[src/rtl/bomb_blast.sv]
// Bomb countdown and explosion engine for the 10x10 arena.
// On every game tick it snapshots the maps, ages the bomb fuses, sends flames
// out of each bomb that reaches zero, and publishes the updated maps.
// The work is serialised: one cell or one flame step per clock.
module bomb_blast #(
  parameter int RANGE = 2
) (
  input  logic         clk,
  input  logic         rst,
  input  logic         tick,
  input  logic [199:0] arena_in,
  input  logic [199:0] bomb_in,
  input  logic [3:0]   playerAx,
  input  logic [3:0]   playerAy,
  input  logic [3:0]   playerBx,
  input  logic [3:0]   playerBy,
  output logic [199:0] arena_out,
  output logic [199:0] bomb_out,
  output logic [99:0]  fire,
  output logic         playerA_hit,
  output logic         playerB_hit,
  output logic         busy,
  output logic         done
);

  typedef enum logic [2:0] {IDLE, LOAD, SCAN, BLAST, COMMIT} state_t;

  localparam logic [3:0] RANGE_L = 4'(RANGE);

  state_t state, state_next;

  logic [1:0]  snap_arena [100];
  logic [1:0]  snap_bomb  [100];
  logic [1:0]  live_arena [100];
  logic [1:0]  live_bomb  [100];
  logic [99:0] exploding, burn, brick_burned;
  logic [3:0]  cx, cy, cx_next, cy_next;
  logic [1:0]  dir;
  logic [3:0]  step;
  logic        stopped;
  logic [3:0]  pax, pay, pbx, pby;
  logic [6:0]  idx, tidx, pa_idx, pb_idx;
  logic signed [5:0] tx, ty;
  logic        off_map, blocker, ray_live, cell_end, last_cell;
  logic        pa_valid, pb_valid;
  logic [199:0] arena_next, bomb_next;

  genvar k;
  generate
    for (k = 0; k < 100; k++) begin : g_cell
      assign live_arena[k] = arena_in[2*k+1:2*k];
      assign live_bomb[k]  = bomb_in[2*k+1:2*k];
      // Only bricks that actually burned are removed from the live arena.
      assign arena_next[2*k+1:2*k] = brick_burned[k] ? 2'd0 : live_arena[k];
      // A bomb dropped into an empty cell during the pass must survive commit.
      assign bomb_next[2*k+1:2*k] = (snap_bomb[k] == 2'd0 && live_bomb[k] != 2'd0)
                                    ? live_bomb[k] : snap_bomb[k];
    end
  endgenerate

  assign idx      = 7'(cx) * 7'd10 + 7'(cy);
  assign pa_idx   = 7'(pax) * 7'd10 + 7'(pay);
  assign pb_idx   = 7'(pbx) * 7'd10 + 7'(pby);
  assign pa_valid = (pax <= 4'd9) && (pay <= 4'd9);
  assign pb_valid = (pbx <= 4'd9) && (pby <= 4'd9);

  // Row-major walk over the arena, wrapping back to cell 0 after cell 99.
  always_comb begin
    cy_next = cy + 4'd1;
    cx_next = cx;
    if (cy == 4'd9) begin
      cy_next = 4'd0;
      cx_next = (cx == 4'd9) ? 4'd0 : cx + 4'd1;
    end
  end

  // Flame target for the current direction/step; rows and columns never wrap.
  always_comb begin
    tx = $signed({2'b00, cx});
    ty = $signed({2'b00, cy});
    case (dir)
      2'd0:    tx = tx - $signed({2'b00, step});
      2'd1:    tx = tx + $signed({2'b00, step});
      2'd2:    ty = ty - $signed({2'b00, step});
      default: ty = ty + $signed({2'b00, step});
    endcase
    off_map   = (tx < 0) || (tx > 6'sd9) || (ty < 0) || (ty > 6'sd9);
    tidx      = 7'(tx[3:0]) * 7'd10 + 7'(ty[3:0]);
    blocker   = !off_map && ((snap_arena[tidx] == 2'd1) || snap_bomb[tidx][1]);
    ray_live  = (step == 4'd1) || !stopped;
    cell_end  = !exploding[idx] || (dir == 2'd3 && step == RANGE_L);
    last_cell = (idx == 7'd99) && cell_end;
  end

  // Next-state decode; ticks outside IDLE are dropped.
  always_comb begin
    state_next = state;
    case (state)
      IDLE:    if (tick) state_next = LOAD;
      LOAD:    state_next = SCAN;
      SCAN:    if (idx == 7'd99) state_next = BLAST;
      BLAST:   if (last_cell) state_next = COMMIT;
      COMMIT:  state_next = IDLE;
      default: state_next = IDLE;
    endcase
  end

  // State register.
  always_ff @(posedge clk or posedge rst) begin
    if (rst) state <= IDLE;
    else     state <= state_next;
  end

  // Working copy of the maps, fuse ageing and flame propagation.
  always_ff @(posedge clk) begin
    case (state)
      LOAD: begin
        snap_arena   <= live_arena;
        snap_bomb    <= live_bomb;
        exploding    <= '0;
        burn         <= '0;
        brick_burned <= '0;
        pax <= playerAx;
        pay <= playerAy;
        pbx <= playerBx;
        pby <= playerBy;
        cx <= 4'd0;
        cy <= 4'd0;
        dir <= 2'd0;
        step <= 4'd1;
        stopped <= 1'b0;
      end
      SCAN: begin
        case (snap_bomb[idx])
          2'd3: snap_bomb[idx] <= 2'd2;
          2'd2: snap_bomb[idx] <= 2'd1;
          2'd1: begin
            snap_bomb[idx] <= 2'd0;
            exploding[idx] <= 1'b1;
          end
          default: ;
        endcase
        cx <= cx_next;
        cy <= cy_next;
      end
      BLAST: begin
        if (!exploding[idx]) begin
          cx <= cx_next;
          cy <= cy_next;
        end else begin
          if (dir == 2'd0 && step == 4'd1) burn[idx] <= 1'b1;
          if (ray_live && !off_map) begin
            burn[tidx] <= 1'b1;
            if (snap_arena[tidx] == 2'd1) begin
              snap_arena[tidx]   <= 2'd0;
              brick_burned[tidx] <= 1'b1;
            end else if (snap_bomb[tidx][1]) begin
              // Chained bomb is primed for the next tick, not this pass.
              snap_bomb[tidx] <= 2'd1;
            end
          end
          stopped <= !ray_live || off_map || blocker;
          if (step == RANGE_L) begin
            step <= 4'd1;
            dir  <= dir + 2'd1;
            if (dir == 2'd3) begin
              cx <= cx_next;
              cy <= cy_next;
            end
          end else begin
            step <= step + 4'd1;
          end
        end
      end
      default: ;
    endcase
  end

  // Registered outputs, updated only on the commit edge; hit flags are sticky.
  always_ff @(posedge clk or posedge rst) begin
    if (rst) begin
      arena_out   <= '0;
      bomb_out    <= '0;
      fire        <= '0;
      playerA_hit <= 1'b0;
      playerB_hit <= 1'b0;
      busy        <= 1'b0;
      done        <= 1'b0;
    end else begin
      busy <= (state_next != IDLE);
      done <= (state == COMMIT);
      if (state == COMMIT) begin
        fire      <= burn;
        arena_out <= arena_next;
        bomb_out  <= bomb_next;
        if (pa_valid && burn[pa_idx]) playerA_hit <= 1'b1;
        if (pb_valid && burn[pb_idx]) playerB_hit <= 1'b1;
      end
    end
  end

endmodule

[config.mk]
export PLATFORM = sky130hd
export DESIGN_NAME = bomb_blast
export DESIGN_NICKNAME = d
export VERILOG_FILES = /design/src/rtl/bomb_blast.sv
export SDC_FILE = /design/constraint.sdc
export NUM_CORES = 2
export LEC_CHECK = 0
export CAP_MARGIN = 5
export CORE_MARGIN = 2
export CORE_UTILIZATION = 47
export CTS_BUF_LIST = sky130_fd_sc_hd__clkbuf_16
export CTS_CLUSTER_SIZE = 20
export DETAILED_ROUTE_END_ITERATION = 7
export PLACE_DENSITY = 0.72
export SETUP_SLACK_MARGIN = 0.2
export SYNTH_ARGS = -nofsm -noshare
export SYNTH_HDL_FRONTEND = slang
export SYNTH_SLANG_ARGS = --single-unit
[constraint.sdc]
create_clock -name clk -period 24.3 [get_ports clk]
set_input_delay 6.075 -clock clk [delete_from_list [all_inputs] [get_ports clk]]
set_output_delay 6.075 -clock clk [all_outputs]
set_load 0.05 [all_outputs]
==> summary.txt <==
Clock tree
  – Clock Tree Root: clkbuf_16
  – Clock slew at reported path FFs: 0.06 ns
  – CTS tree: built
  – Hold buffer count at CTS: 0
  – CTS resizes: 0
  – TritonCTS Buffers: 137
  – Clock Tree Buf Depth: 3
  – Post-CTS setup buffer count: 0
  – # H-tree levels: 4
  – Clk_lat worst skew: 0.83 ns
  – Total clock sinks: 1238

Route
  – Wirelength per Cell: 31.7 um
  – DRT iter0 DRCs: 9624
  – Drt pass-1 iters: 8
  – Final wirelength: 290 mm
  – Via count: 59000
  – Vias/cell: 6.47
  – Post-route ant nets: 0
  – DRC Markers: 1

Floorplanning
  – Ports: 923
  – Die Span X: 372 um
  – Starting Density: 47.4%
  – Core Area: 0.134 mm2
  – Die footprint: 0.138 mm2
  – Std cell rows: 134
  – Vert. Die Dim: 372 um

Cells and area
  – Fin area: 0.0788 mm2
  – Final layout net count: 7686
  – Final core occ: 58.9%
  – Fraction of layout cells with a size suffix above 1: 6.54%
  – Footprint of the multi-input gates: 0.0267 mm2
  – Area grow syn2layout: 24.2%
  – Filler Cells Inserted: 11600
  – Post-route insts no fill: 9125
  – Register Area: 0.0346 mm2

Synthesis
  – Mux share of post-synthesis cell area: 6.20%
  – Cells after Synth: 6451
  – Yosys warnings: 0
  – Top FF cell, synth: edfxtp_1
  – Yosys cell types: 90
  – Mapped Area: 0.0635 mm2
  – Largest family of logic cells by synthesized area: simple AND/OR/NAND/NOR gates
  – Simple-Gate Fraction of Synth Area: 19.7%
  – Synth top area share: 34.6%
  – Synth cell count leaders: nand2_1 (1453), nor2_1 (893), edfxtp_1 (731), dfrtp_1 (507), clkbuf_1 (329)
  – Post-Synth XOR/XNOR Area: 0.530%
  – Post-synth EDFFs: 731
  – Post-synth ARST share: 41.0%
  – Post-synthesis adder-cell area fraction: 1.40%
  – Most numerous cell in the Yosys netlist: nand2_1
  – Syn Nets: 6934
  – Largest cells by area after synthesis: edfxtp_1 (35%), dfrtp_1 (20%), nand2_1 (8.6%)
  – Avg Cell Area, Syn: 9.84 um2
  – Sequential-to-total area share from yosys stat: 54.6%
  – Compound-Gate Fraction of Synth Area: 13.9%
  – Flops & latches, synth: 1238
  – Yosys top cell by area: edfxtp_1

STA
  – Setup TNS Final: 0 ns
  – Max Slew Vio Count: 0
  – RSZ-0062 raised after global routing: false
  – Slew @ Worst Pin: 1.46 ns
  – Clock Skews: 0.0373 ns
  – Endpoints failing hold: 0
  – Final period util: 35.9%
  – Fmax: 114 MHz
  – Fin crit period: 8.73 ns
  – Final setup fails: 0
  – Max_slew headroom: 2.45%

Run status
  – Failing checks: design-rule violations
  – Outcome: finished, violations left

Setup path
  – Flop-to-flop setup slack: 15.57 ns
  – Startpoint types: flip-flop
  – Required time of the critical path: 24.72 ns
  – CP Capture Type: flip-flop
  – Crit Reg-Reg Endpoint: snap_arena[115]
  – Reg2reg start: cy[0]
  – CP Launch Point: cy[0]
  – Worst setup path end: snap_arena[115]
  – Worst-path maximum fanout: 182
  – Critical Path AT: 9.16 ns
  – Cells on worst reg2reg path: 20
  – Setup CP Type: reg -> reg

Power and ir drop
  – Leak: 29.2 nW
  – Total Power: 6.40 mW
  – Total power density per cell area: 81.2 mW/mm2
  – Worst vdd ir: 0.138 mV

GRT
  – First-pass GRT wire length: 403 mm
  – Number of global-route vias before repair: 55100
  – Initial antenna violation count: 64
  – Pin count of the biggest net entering global routing: 195
  – GRT overflow: 0
  – GRT Total Usage: 41.0%

Place
  – Dpl cell area: 0.0743 mm2
  – DP HPWL: 212 mm
  – Number of I/O port buffers: 922
  – Placed cells: 8830
  – GP Congestion: 0.986

Hold path
  – Hold Path Depth: 2
  – Hold crit path type: reg -> reg

Flow run
  – MaxCap Viol Count: 0
[layout make-up]
cell class                      instances  area share (%)
Antenna cell                           37           0.117
Clock buffer                          145            4.60
Clock inverter                        111            1.00
Inverter                              160           0.781
Multi-Input combinational cell       4630            33.9
Sequential cell                      1238            43.9
Tap cell                             1768            2.81
Timing Repair Buffer                 1036            12.9
[worst min path at each step]
stage                      to            from  slack (ns)
2_1_floorplan        fire[10]        burn[10]        0.48
4_1_cts        arena_out[148]  arena_out[148]        0.47
5_1_grt        arena_out[194]  arena_out[194]        0.48
3_3_place_gp    arena_out[71]   arena_out[71]        0.45
3_5_place_dp   arena_out[148]  arena_out[148]        0.45
6_report       arena_out[148]  arena_out[148]        0.46
[routing by layer]
metal  routed length (um)  track usage, %
met1               104000            51.7
met2               124000            59.5
met3                39400            14.3
met4                22500            27.0
met5                  239               0
[through the flow]
stage / hold slack (ns) / worst slack (ns)
2_1_floorplan: 0.477 / 4.07
3_3_place_gp: 0.450 / 15.35
3_5_place_dp: 0.454 / 15.31
4_1_cts: 0.467 / 15.88
5_1_grt: 0.484 / 15.47
6_report: 0.464 / 15.57
[power breakdown]
group,total (mW),switching [mW],internal (mW)
clock,2.09,0.929,1.16
combinational,1.31,0.854,0.455
sequential,3.00,0.337,2.66
total,6.40,2.12,4.28
[state kept, by name (all words and copies together), names as in the netlist, 2 cells and up]
name,cells
arena_out,200
bomb_out,200
brick_burned,100
burn,100
cx,4
cy,4
dir,2
exploding,100
fire,100
pax,4
pay,4
pbx,4
pby,4
snap_arena,200
snap_bomb,200
state,3
step,4
[cells in the final DEF (no fill, tap or decap), types with 65 or more instances in the layout]
master,Yosys,layout
nand2_1,1453,1450
clkdlybuf4s50_1,0,922
nor2_1,893,879
edfxtp_1,731,731
dfrtp_1,507,507
o21ai_0,314,314
a21oi_1,285,284
nand3b_1,219,219
mux2i_1,205,205
inv_1,155,191
clkbuf_16,0,145
a221oi_1,129,129
a31oi_1,120,120
nand2b_1,113,111
buf_4,15,108
o211ai_1,104,104
o221ai_1,95,95
mux4_2,72,72
o22ai_1,65,65
[logic make-up (layout without fill, tap and decap cells)]
group / count (synthesis) / in the layout
AND/OR/NAND/NOR: 2888 / 2888
AO/OA/AOI/OAI: 1343 / 1343
flip-flops: 1238 / 1238
buffers and inverters: 583 / 1452
multiplexers: 300 / 300
adder cells (fa/ha/maj): 64 / 64
XOR/XNOR: 35 / 35
other: 0 / 37
[critical path, cell delays in order (launching register included)]
cell	delay [ns]
edfxtp_1	0.32
buf_4	0.32
inv_2	0.17
ha_1	0.26
fa_1	0.43
nor2b_1	0.13
a21oi_1	0.05
o21ai_0	0.40
ha_4	0.20
inv_1	0.06
fa_4	1.49
clkinv_1	0.93
nand2_1	0.42
nor2_1	0.23
a222oi_1	0.39
a311o_1	0.22
o2111a_1	0.16
nand4_1	0.28
a21boi_4	0.25
buf_4	0.60
buf_12	0.73
No activity file was read; power rests on OpenSTA's default activity.
